--- config.mk ---
export PLATFORM = sky130hd
export DESIGN_NAME = multi_digit_counter
export DESIGN_NICKNAME = d
export VERILOG_FILES = /design/src/rtl/multi_digit_counter.sv
export SDC_FILE = /design/constraint.sdc
export NUM_CORES = 1
export LEC_CHECK = 0
export ABC_AREA = 0
export CAP_MARGIN = 10
export CORE_AREA = 5 5 100 102
export CTS_CLUSTER_SIZE = 12
export DETAILED_ROUTE_END_ITERATION = 8
export DIE_AREA = 0 0 105 107
export PLACE_DENSITY = 0.45
export SLEW_MARGIN = 30
export SYNTH_ARGS = -nofsm -noshare
export SYNTH_HDL_FRONTEND = slang
export SYNTH_SLANG_ARGS = --single-unit
--- constraint.sdc ---
create_clock -name clock -period 5.95 [get_ports clock]
set_input_delay 1.4875 -clock clock [delete_from_list [all_inputs] [get_ports clock]]
set_output_delay 1.4875 -clock clock [all_outputs]
set_load 0.1 [all_outputs]
--- src/rtl/multi_digit_counter.sv ---
// Multi-digit up/down counter driven by raw active-low pushbuttons. Each button
// is synchronised and debounced; increase/decrease can optionally auto-repeat.
module multi_digit_counter #(
  parameter int DIGITS          = 4,
  parameter int BASE            = 10,
  parameter int WRAP            = 1,
  parameter int DEBOUNCE_CYCLES = 16,
  parameter int REPEAT_DELAY    = 0,
  parameter int REPEAT_PERIOD   = 1
) (
  input  logic                clock,
  input  logic                reset,
  input  logic                button_increase,
  input  logic                button_decrease,
  input  logic                button_clear,
  output logic [4*DIGITS-1:0] digits,
  output logic                wrap_up,
  output logic                wrap_down
);

  localparam int NB       = 3;  // bit 0 increase, bit 1 decrease, bit 2 clear
  localparam int DB_W     = $clog2(DEBOUNCE_CYCLES + 1);
  localparam int HOLD_MAX = (REPEAT_DELAY > REPEAT_PERIOD) ? REPEAT_DELAY : REPEAT_PERIOD;
  localparam int HW       = $clog2(HOLD_MAX + 1);

  localparam logic [DB_W-1:0] DB_LAST  = DB_W'(DEBOUNCE_CYCLES - 1);
  localparam logic [HW-1:0]   DELAY_T  = HW'(REPEAT_DELAY);
  localparam logic [HW-1:0]   PERIOD_T = HW'(REPEAT_PERIOD);
  localparam logic [3:0]      TOP      = 4'(BASE - 1);

  logic [NB-1:0]            raw;
  logic [NB-1:0]            sync1;
  logic [NB-1:0]            sync2;
  logic [NB-1:0]            stable;
  logic [NB-1:0]            armed;
  logic [NB-1:0]            press;
  logic [NB-1:0][DB_W-1:0]  db_cnt;

  logic [1:0]               active;
  logic [1:0]               repeating;
  logic [1:0]               fire;
  logic [1:0][HW-1:0]       hold_cnt;

  logic                     step_inc;
  logic                     step_dec;
  logic                     step_clr;
  logic [4*DIGITS-1:0]      digits_next;
  logic                     up_next;
  logic                     down_next;
  logic                     carry;
  logic                     at_max;
  logic                     at_zero;

  assign raw = {button_clear, button_decrease, button_increase};

  // Synchroniser, debouncer and press detection for all three buttons.
  // NOTE: the synchroniser resets to "pressed" so a button held through reset
  // never arms; a press only counts after a released sample has been seen.
  always_ff @(posedge clock or negedge reset) begin
    if (!reset) begin
      sync1  <= '0;
      sync2  <= '0;
      stable <= '1;
      armed  <= '0;
      press  <= '0;
      db_cnt <= '0;
    end else begin
      sync1 <= raw;
      sync2 <= sync1;
      armed <= armed | sync2;
      for (int b = 0; b < NB; b++) begin
        press[b] <= 1'b0;
        if (sync2[b] == stable[b]) begin
          db_cnt[b] <= '0;
        end else if (db_cnt[b] == DB_LAST) begin
          stable[b] <= sync2[b];
          db_cnt[b] <= '0;
          press[b]  <= stable[b] & armed[b];
        end else begin
          db_cnt[b] <= db_cnt[b] + DB_W'(1);
        end
      end
    end
  end

  // Auto-repeat: first extra step REPEAT_DELAY cycles after the press step,
  // then one every REPEAT_PERIOD cycles while the stable level stays low.
  always_comb begin
    fire = '0;
    for (int b = 0; b < 2; b++) begin
      fire[b] = active[b] & ~stable[b] &
                (hold_cnt[b] == (repeating[b] ? PERIOD_T : DELAY_T));
    end
  end

  generate
    if (REPEAT_DELAY > 0) begin : g_repeat
      always_ff @(posedge clock or negedge reset) begin
        if (!reset) begin
          active    <= '0;
          repeating <= '0;
          hold_cnt  <= '0;
        end else begin
          for (int b = 0; b < 2; b++) begin
            if (press[b]) begin
              active[b]    <= 1'b1;
              repeating[b] <= 1'b0;
              hold_cnt[b]  <= HW'(1);
            end else if (stable[b]) begin
              active[b]    <= 1'b0;
              repeating[b] <= 1'b0;
              hold_cnt[b]  <= '0;
            end else if (fire[b]) begin
              repeating[b] <= 1'b1;
              hold_cnt[b]  <= HW'(1);
            end else if (active[b]) begin
              hold_cnt[b]  <= hold_cnt[b] + HW'(1);
            end
          end
        end
      end
    end else begin : g_no_repeat
      assign active    = '0;
      assign repeating = '0;
      assign hold_cnt  = '0;
    end
  endgenerate

  assign step_inc = press[0] | fire[0];
  assign step_dec = press[1] | fire[1];
  assign step_clr = press[2];

  // Step resolution: clear wins, opposing steps cancel, otherwise ripple.
  // NOTE: every output of this block gets a default first so no latch is inferred.
  always_comb begin
    digits_next = digits;
    up_next     = 1'b0;
    down_next   = 1'b0;
    carry       = 1'b1;
    at_max      = 1'b1;
    at_zero     = 1'b1;
    for (int i = 0; i < DIGITS; i++) begin
      at_max  = at_max  & (digits[4*i +: 4] == TOP);
      at_zero = at_zero & (digits[4*i +: 4] == 4'd0);
    end
    if (step_clr) begin
      digits_next = '0;
    end else if (step_inc && !step_dec) begin
      for (int i = 0; i < DIGITS; i++) begin
        if (carry) begin
          if (digits[4*i +: 4] == TOP) begin
            digits_next[4*i +: 4] = 4'd0;
          end else begin
            digits_next[4*i +: 4] = digits[4*i +: 4] + 4'd1;
            carry = 1'b0;
          end
        end
      end
      if (at_max) begin
        up_next = 1'b1;
        if (WRAP == 0) digits_next = digits;
      end
    end else if (step_dec && !step_inc) begin
      for (int i = 0; i < DIGITS; i++) begin
        if (carry) begin
          if (digits[4*i +: 4] == 4'd0) begin
            digits_next[4*i +: 4] = TOP;
          end else begin
            digits_next[4*i +: 4] = digits[4*i +: 4] - 4'd1;
            carry = 1'b0;
          end
        end
      end
      if (at_zero) begin
        down_next = 1'b1;
        if (WRAP == 0) digits_next = digits;
      end
    end
  end

  always_ff @(posedge clock or negedge reset) begin
    if (!reset) begin
      digits    <= '0;
      wrap_up   <= 1'b0;
      wrap_down <= 1'b0;
    end else begin
      digits    <= digits_next;
      wrap_up   <= up_next;
      wrap_down <= down_next;
    end
  end

endmodule

# [After elaboration in Yosys (flattened, before gate mapping)]
# Cells that the tools add are included.
[op_classes] n_reduce_logical=18 eq_ne=13 addsub=11 n_mux=61 n_bitwise=13
[op_table] cell="$mux W4" n=14
[op_table] cell="$mux W16" n=3
[op_table] cell="$mux W1" n=38
[op_table] cell="$mux W5" n=6
[op_table] cell="$add A4 B1 Y4 const B" n=4
[op_table] cell="$eq A4 B4 Y1 const B" n=4
[op_table] cell="$logic_not A4 Y1" n=4
[op_table] cell="$sub A4 B1 Y4 const B" n=4
[op_table] cell="$add A5 B1 Y5 const B" n=3
[op_table] cell="$eq A5 B4 Y1 const B" n=3
[op_table] cell="$reduce_bool A3 Y1" n=4
[op_table] cell="$and A1 B1 Y1" n=9
[op_table] cell="$ne A3 B2 Y1 const B" n=3
[op_table] cell="$reduce_and A3 Y1" n=3
[op_table] cell="$reduce_and A2 Y1" n=3
[op_table] cell="$eq A1 B1 Y1" n=3
[op_table] cell="$not A1 Y1" n=3
[op_table] cell="$or A3 B3 Y3" n=1
[op_table] cell="$logic_and A1 B1 Y1" n=2
[op_table] cell="$logic_not A1 Y1" n=2
[word_totals] wordCells=132 reg_bits=48 output_inout_bits=18 inputBits=5

# [Longest topological paths before layout]
# Gate-level depths: netlist (run 1).
[logic_depth] word_depth=17 depth_mapped=7 ltp_nobuf=7

# [Worst setup path after synthesis (run 1)]
# No wires, ideal clock.
[synth_path] kind="register to output" startpoint="register digits[4]" endpoint="output port digits[4]" stages_incl_launch_ff=1 t_arrival_ns=1.019 path_slack_ns=3.444 path_buffers=0 required_ns=4.463 path_cell_list="dfrtp_1"
[synth_lines] element="start, declared" line_no="16" rtl="output logic [4*DIGITS-1:0] digits,"
[synth_lines] element="start signal, assigned" line_no="187" rtl="digits <= digits_next;"
# No word-level cell between the ends.

# [Final worst setup path (run 1)]
[layout_path] startpoint="register digits[4]" endpoint="output port digits[4]"
# No word-level cell between the ends.

==> results of run 1 <==
-- sequential cells by signal, summed over array words and instances, names as in the netlist, 3 cells and up --
| signal | count |
|---|---|
| digits | 16 |
| db_cnt | 15 |
| armed | 3 |
| press | 3 |
| stable | 3 |
| sync1 | 3 |
| sync2 | 3 |
-- cells in the mapped netlist (2+ instances only) --
| cell type | number | area, sq um |
|---|---|---|
| a211oi_1 | 2 | 15.0 |
| a21o_1 | 3 | 22.5 |
| a21oi_1 | 17 | 85.1 |
| a31oi_1 | 5 | 31.3 |
| and2_1 | 5 | 31.3 |
| and3_1 | 6 | 37.5 |
| buf_2 | 6 | 30.0 |
| clkbuf_1 | 2 | 7.51 |
| dfrtp_1 | 45 | 1130 |
| dfstp_2 | 3 | 78.8 |
| ha_1 | 16 | 200 |
| inv_1 | 11 | 41.3 |
| mux2_2 | 3 | 33.8 |
| nand2_1 | 13 | 48.8 |
| nand2b_1 | 3 | 18.8 |
| nand3_1 | 13 | 65.1 |
| nand3b_1 | 6 | 45.0 |
| nor2_1 | 25 | 93.8 |
| nor2b_1 | 5 | 31.3 |
| nor3_1 | 4 | 20.0 |
| nor3b_1 | 3 | 22.5 |
| nor4_1 | 5 | 31.3 |
| o211ai_1 | 4 | 30.0 |
| o21ai_0 | 10 | 50.1 |
| o21ai_1 | 5 | 25.0 |
| o21bai_1 | 3 | 22.5 |
| o22ai_1 | 3 | 18.8 |
| o31ai_1 | 6 | 45.0 |
| or2_2 | 3 | 18.8 |
| or3b_4 | 3 | 33.8 |
| xor2_1 | 9 | 78.8 |
-- power groups by stage --
stage / registers, mW / clock network [mW] / logic, mW
floorplan: 0.343 / 0 / 0.00848
global placement: 0.344 / 0 / 0.0196
detailed placement: 0.344 / 0 / 0.0198
CTS: 0.338 / 0.293 / 0.0198
finish: 0.338 / 0.282 / 0.0187
global route: 0.339 / 0.310 / 0.0229
-- how the worst max path moves through the flow --
| stage | slack (ns) | end |
|---|---|---|
| floorplan | 3.44 | digits[4] |
| global placement | 2.76 | digits[8] |
| finish | 2.42 | digits[4] |
| CTS | 2.39 | digits[8] |
| global route | 2.32 | digits[8] |
| detailed placement | 2.75 | digits[8] |
-- cells by family (layout without fill, tap and decap cells) --
group                      count (synthesis)  in the layout  synth area share [%]
and+or+nand+nor                          102            102                  21.6
AOI/OAI and AO/OA                         68             68                  17.2
DFF                                       48             48                  45.9
buffers and inverters                     20             43                  3.43
adders and majority gates                 16             16                  7.62
xor gates and xnor gates                   9              9                  3.00
muxes                                      3              3                  1.29
-- metrics by stage --
stage / area, sq um / worst slack (ns) / cells
after CTS: 3080 / 2.39 / 400
after detailed placement: 2950 / 2.75 / 392
after global routing: 3080 / 2.32 / 400
after floorplan: 2630 / 3.44 / 266
final: 3080 / 2.42 / 400
after global placement: 2950 / 2.76 / 392
-- placed cells by master, fill, tap and decap left out, types with 4 or more instances in the layout --
cell type,n
a21oi_1,17
a31oi_1,5
and2_1,5
and3_1,6
clkbuf_8,5
clkdlybuf4s50_1,21
dfrtp_1,45
ha_1,16
inv_1,11
nand2_1,13
nand3_1,13
nand3b_1,6
nor2_1,25
nor2b_1,5
nor3_1,4
nor4_1,5
o211ai_1,4
o21ai_0,10
o21ai_1,5
o31ai_1,6
xor2_1,9
-- final cells by class --
| class | instances | area (sq um) | area share (%) |
|---|---|---|---|
| Multi-Input combinational cell | 198 | 1330 | 43.2 |
| Sequential cell | 48 | 1200 | 39.1 |
| Timing Repair Buffer | 24 | 230 | 7.48 |
| Tap cell | 111 | 139 | 4.51 |
| Clock buffer | 6 | 72.6 | 2.36 |
| Clock inverter | 2 | 60.1 | 1.95 |
| Inverter | 11 | 41.3 | 1.34 |
-- layer usage --
metal	vias up	track usage, %	share of wire [%]
li1	999	-	-
met1	958	14.0	50
met2	32	15.2	43
met3	5	3.73	5.7
met4	0	2.92	1.2
met5	-	0	0
==> flow_summary.yaml, run 1 <==
outcome:
  status: "finished clean"
critical_path:
  end_kind: "primary output"
  r2r_setup_slack_ns: 3.79
  crit_cells: 1
  cp_top_family: "buffers and inverters"
  worst-path-buf-inv: 1
  timing.critical_path.slowest_stage_cell: "clkdlybuf4s50_1"
  reg2reg_from: "digits[4]"
  critPathLaunchType: "register"
  crit_chain: "clkdlybuf4s50_1"
  cp-startpoint: "digits[4]"
  r2r-end: "digits[14]"
  critPathKind: "register to primary output"
  critPathMaxFanout: 10
  r2r_cells: 7
  cp.required_ns: 4.46
  critical_path.max_stage_delay_ns: 1.20
  critPathArrivalTime_ns: 2.04
floorplan:
  die_area_sq_um: 11200
  ios: 23
  die_x_um: 105
  core_area_sq_um: 9020
  initial_core_util_pct: 29.1
  die_h_um: 107
  rows: 35
cts:
  clk_pin_slew_worst_paths_ns: 0.09
  root_buffer: "clkbuf_8"
  htreeDepth: 2
  cts_buffers: 5
  post_cts_buffers: 0
  cts_tree: "yes"
  clk-insertion-delay-late_ns: 0.31
  cts.sinks: 48
  post_cts.resized_instances: 0
  clock_path_buffers: 2
  cts_hold_buf: 0
placed_design:
  gp_congestion: 0.761
  io_buffer_count: 22
  dp_hpwl_um: 3790
pwr:
  p_int_mw: 0.508
  pwr-share-clk_pct: 44.2
  seq_power_share_pct: 52.9
  p_per_area_nw_per_um2: 208
  switchingPower_mw: 0.131
  switching_share_pct: 20.5
  total_power_mw: 0.639
  leakage_nw: 1.35
  p_comb_share_pct: 2.9
  peakVddDrop_mv: 0.0962
grt:
  grt_max_degree: 49
  grtUsageTotal_pct: 10.2
  grt_pass1_vias: 1905
  antenna_found_initial: 0
  grt_pass1_wl_um: 9520
  grt_overflow_total: 0
synth:
  synth.avg_cell_area_sq_um: 9.87
  ys_types: 50
  synth_flop_cell: "dfrtp_1"
  syn_area_sq_um: 2630
  synth-edff-count: 0
  syn-num-nets: 287
  synth-seq-area-share_pct: 45.9
  syn-instance-count: 266
  synth_seq_cells: 48
  ys_warn_count: 0
  async_flop_share_pct: 100
timing:
  period_share_pct: 59.3
  setup_viol: 0
  tns_ns: 0
  fmax_mhz: 284
  slew_headroom_pct: 33.3
  hold_viol_final: 0
  rsz0062_at_grt: "no"
  tightest_slew_ns: 0.997
  fin_hold_ws_ns: 0.354
  finalCriticalPeriod_ns: 3.53
  drv_slew: 0
  fin_worst_skew_ns: 0.00407
final_layout:
  areaGrowthSynthToFinish_pct: 17.2
  fillCellCount: 933
  fin_nets: 309
  final_util_pct: 34.1
  final_layout_size_suffix_gt1_share_pct: 9.34
  diodes: 0
routing:
  vias: 1994
  vias_per_cell: 4.99
  firstDrtPassIters: 4
  drt-wirelength-per-cell_um: 13.8
  drc: 0
  wl_um: 5540
  drtAntennaViolNets: 0
  drtIter0Drc: 79
min_path:
  hold_class: "register to register"
  hold_path_depth: 0
  hold_end: "sync2[1]"
  hp-start: "sync1[1]"
flow_run:
  max-cap-violations: 0
No activity file was read; power rests on OpenSTA's default activity.
==> run 2, diff against run 1 <==
PLACE_DENSITY = 0.47   (was 0.45)
clock period = 3.1 ns   (was 5.95 ns; I/O delays follow)
==> flow_summary.yaml, run 2 (synthesis gave the netlist of run 1 again) <==
timing:
  fin_worst_skew_ns: 0.00530
  setup_viol: 0
  slew_headroom_pct: 45.1
  period_share_pct: 69.9
  fmax_mhz: 462
  finalCriticalPeriod_ns: 2.17
  tns_ns: 0
  hold_viol_final: 0
  rsz0062_at_grt: "no"
  tightest_slew_ns: 0.820
  drv_slew: 0
grt:
  use_met2_pct: 16.5
  grt_util_met1_pct: 14.0
  grt_max_degree: 26
  antenna_found_initial: 0
  grt.busiest_layer: "met2"
  grt_pass1_vias: 2025
  grt_pass1_wl_um: 9780
  grtUsageMet3_pct: 2.41
  grt_overflow_total: 0
  grtUsageTotal_pct: 10.4
cts:
  cts_tree: "yes"
  cts.sinks: 48
  clk-insertion-delay-late_ns: 0.30
  root_buffer: "clkbuf_8"
  cts_hold_buf: 0
  clk_pin_slew_worst_paths_ns: 0.09
  clock_path_buffers: 2
  post_cts_buffers: 0
  htreeDepth: 2
  post_cts.resized_instances: 0
  cts_buffers: 5
floorplan:
  die_area_sq_um: 11200
  initial_core_util_pct: 29.1
  core_area_sq_um: 9020
  ios: 23
  die_x_um: 105
  rows: 35
  die_h_um: 107
critical_path:
  crit_chain: "inv_1, ha_1, or3b_4, nor3_4, o32ai_2, o21bai_1, a21o_1"
  cp-startpoint: "digits[8]"
  critPathMaxFanout: 9
  end_kind: "register"
  timing.critical_path.slowest_stage_cell: "dfrtp_1"
  reg2reg_from: "digits[8]"
  critPathKind: "register to register"
  critPathArrivalTime_ns: 2.37
  cp.required_ns: 3.31
  r2r-end: "digits[14]"
  critical_path.max_stage_delay_ns: 0.49
  r2r_setup_slack_ns: 0.93
  r2r_cells: 7
  cp_top_family: "simple AND/OR/NAND/NOR gates"
  critPathLaunchType: "register"
  worst-path-buf-inv: 1
final_layout:
  reg_top3: "digits x16, db_cnt x15"
  areaGrowthSynthToFinish_pct: 15.6
  fin_nets: 309
  diodes: 0
  final_util_pct: 33.6
  regMostFlops: "digits"
  final_layout_size_suffix_gt1_share_pct: 15.9
  final_cell_mix: "45 x dfrtp_1, 25 x nor2_1, 19 x buf_4"
  final_common_cell: "dfrtp_1"
  largest_register_ffs: 16
routing:
  drt-wirelength-per-cell_um: 13.8
  drtIter0Drc: 95
  vias: 2011
  firstDrtPassIters: 4
  wl_um: 5510
  drc: 0
  vias_per_cell: 5.03
  drtAntennaViolNets: 0
min_path:
  hold_end: "sync2[1]"
  hold_path_depth: 0
  hold_class: "register to register"
  hp-start: "sync1[1]"
placed_design:
  gp_congestion: 0.789
  io_buffer_count: 22
  dp_hpwl_um: 3930
outcome:
  status: "finished clean"
flow_run:
  max-cap-violations: 0
pwr:
  p_per_area_nw_per_um2: 385
  peakVddDrop_mv: 0.169
  leakage_nw: 1.39
run 2: cell count changes in the layout (fill, tap and decap cells not counted), sizes merged:
| cell | delta |
|---|---|
| buf | +18 |
| clkdlybuf4s50 | -18 |
| bufinv | -1 |
| clkinv | +1 |
run 2: power breakdown:
part | switching (mW) | leakage (nW) | internal (mW)
clock network | 0.220 | 0.0614 | 0.264
registers | 0.00942 | 0.623 | 0.639
logic | 0.0221 | 0.704 | 0.0155
total | 0.251 | 1.39 | 0.919
run 2: how the worst max path moves through the flow:
stage / slack (ns) / endpoint / depth (start not counted)
detailed placement: 0.95 / digits[14] / 7
global placement: 1.02 / digits[14] / 7
global route: 0.80 / digits[14] / 7
finish: 0.93 / digits[14] / 7
floorplan: 0.68 / digits[14] / 6
CTS: 0.93 / digits[14] / 7
run 2: per-layer routing:
metal | vias up | part of all wire [%]
met1 | 970 | 48
met2 | 35 | 47
met3 | 6 | 4.0
li1 | 1000 | -
met4 | 0 | 1.2
met5 | - | 0
run 2: worst reg2reg max path: cells and delay by family, from the launching register on:
family | cells | cell delay, ns
AOI/OAI and AO/OA | 3 | 0.57
adders and majority gates | 1 | 0.23
and+or+nand+nor | 2 | 0.65
DFF | 1 | 0.49
buffers and inverters | 1 | 0.12
run 2: layout make-up:
cell class,count,area [sq um]
clock buffers,6,82.6
clock inverters,2,38.8
fillers,940,5990
inverters,11,41.3
multi-input cells,198,1330
flip-flops and latches,48,1200
well taps,111,139
repair buffers,24,198
run 2: per-stage QoR:
stage	std cells	total power, mW	hold slack (ns)	instance area, sq um	worst slack, ns
floorplan	266	0.675	0.331	2630	0.681
global placement	392	0.701	0.333	2910	1.02
detailed placement	392	0.701	0.336	2910	0.953
CTS	400	1.20	0.358	3040	0.934
global route	400	1.22	0.370	3040	0.804
finish	400	1.17	0.354	3040	0.935
==> run 3, diff against run 2 <==
clock period = 1.8 ns   (was 3.1 ns; I/O delays follow)
==> flow_summary.yaml, run 3 (synthesis gave the netlist of run 1 again) <==
critical_path:
  critPathLaunchType: "register"
  critPathKind: "register to register"
  worst-path-buf-inv: 1
  cp.required_ns: 1.99
  critPathArrivalTime_ns: 2.12
  critPathMaxFanout: 5
  crit_chain: "inv_4, ha_4, or3b_4, nor3_4, o32ai_4, o21bai_1, a21o_1"
  cp_top_family: "simple AND/OR/NAND/NOR gates"
  end_kind: "register"
  critical_path.max_stage_delay_ns: 0.50
  timing.critical_path.slowest_stage_cell: "dfrtp_4"
  crit_cells: 7
  r2r_cells: 7
final_layout:
  final_cell_mix: "38 x buf_4, 29 x dfrtp_1, 25 x nor2_1"
  final_util_pct: 41.0
  reg_top3: "digits x16, db_cnt x15"
  largest_register_ffs: 16
  final_common_cell: "buf_4"
  fin_area_sq_um: 3700
  regMostFlops: "digits"
  areaGrowthSynthToFinish_pct: 40.7
  final_layout_size_suffix_gt1_share_pct: 35.4
  diodes: 0
  fin_nets: 348
pwr:
  seq_power_share_pct: 53.0
  switching_share_pct: 20.1
  total_power_mw: 2.11
  p_per_area_nw_per_um2: 570
  pwr-share-clk_pct: 43.9
  peakVddDrop_mv: 0.385
  p_comb_share_pct: 3.1
  p_int_mw: 1.68
  leakage_nw: 1.63
  switchingPower_mw: 0.423
timing:
  slew_headroom_pct: 71.7
  fmax_mhz: 520
  fin_worst_skew_ns: 0.00807
  period_share_pct: 107
  worst_slack_ns: -0.122
  rsz0062_at_grt: "yes"
  drv_slew: 0
  setup_viol: 9
  tightest_slew_ns: 0.423
  finalCriticalPeriod_ns: 1.92
  hold_viol_final: 0
cts:
  clk-insertion-delay-late_ns: 0.30
  clk_pin_slew_worst_paths_ns: 0.09
  cts_hold_buf: 0
  root_buffer: "clkbuf_8"
  clock_path_buffers: 2
  cts_tree: "yes"
  cts_buffers: 5
  cts.sinks: 48
  htreeDepth: 2
placed_design:
  gp_congestion: 0.789
  placed_area_sq_um: 3500
  dp_hpwl_um: 4390
  io_buffer_count: 22
outcome:
  status: "complete, but fails checks"
  failed_checks: "setup timing"
floorplan:
  die_h_um: 107
  core_area_sq_um: 9020
  ios: 23
  rows: 35
  die_area_sq_um: 11200
  initial_core_util_pct: 29.1
  die_x_um: 105
routing:
  vias_per_cell: 4.96
  drt-wirelength-per-cell_um: 13.5
  drtIter0Drc: 47
  drc: 0
  firstDrtPassIters: 4
  vias: 2176
  wl_um: 5930
  drtAntennaViolNets: 0
grt:
  antenna_found_initial: 0
  grt_pass1_wl_um: 10400
  grt_max_degree: 49
  grtUsageTotal_pct: 11.0
  grt_pass1_vias: 2191
  grt_overflow_total: 0
flow_run:
  max-cap-violations: 0
min_path:
  hold_class: "input pin to async pin"
-- run 3: power by group through the flow --
stage / registers, mW / logic (mW) / clock network (mW)
after floorplan: 1.14 / 0.0280 / 0
after global placement: 1.14 / 0.0676 / 0
after detailed placement: 1.14 / 0.0701 / 0
after CTS: 1.12 / 0.0702 / 0.957
after global routing: 1.12 / 0.0779 / 1.00
final: 1.12 / 0.0663 / 0.924
-- run 3: through the flow --
stage                     hold slack [ns]  TNS [ns]  worst slack (ns)  instances
after detailed placement            0.337    -0.616            -0.131        429
after floorplan                     0.154     -1.46            -0.288        266
after global placement              0.331    -0.407           -0.0899        429
final                               0.120    -0.418            -0.122        439
after CTS                           0.131    -0.509            -0.128        437
after global routing                0.135     -1.59            -0.209        439
-- run 3: metal layers --
layer | up-vias | GRT usage, % | share of wire (%)
li1 | 1083 | - | -
met1 | 1057 | 13.4 | 45
met2 | 32 | 19.7 | 51
met3 | 4 | 2.71 | 3.5
met4 | 0 | 2.10 | 0.57
met5 | - | 0 | 0
-- run 3: area by class of cell --
type / instances / area (sq um)
Fill cell: 879 / 5330
Inverter: 11 / 56.3
Multi-Input combinational cell: 198 / 1410
Clock buffer: 6 / 72.6
Clock inverter: 2 / 60.1
Sequential cell: 48 / 1240
Tap cell: 111 / 139
Timing Repair Buffer: 63 / 723
-- run 3: worst paths after layout --
kind	start	end	slack, ns
max	digits[4]	digits[14]	-0.12
min	reset	digits[5]	0.12
max reg2reg	digits[4]	digits[14]	-0.12
min reg2reg	sync1[2]	sync2[2]	0.35
max in group asynchronous	reset	stable[1]	1.38
min in group clock	sync1[2]	sync2[2]	0.35
-- run 3: repair_timing --
item / 4_1_cts / 5_1_grt
pin swaps: 7 / 4
endpoints found under the setup margin: 12 / 14
buffers inserted: 0 / 3
resized for setup: 6 / 10
hold endpoints to repair: 0 / 0
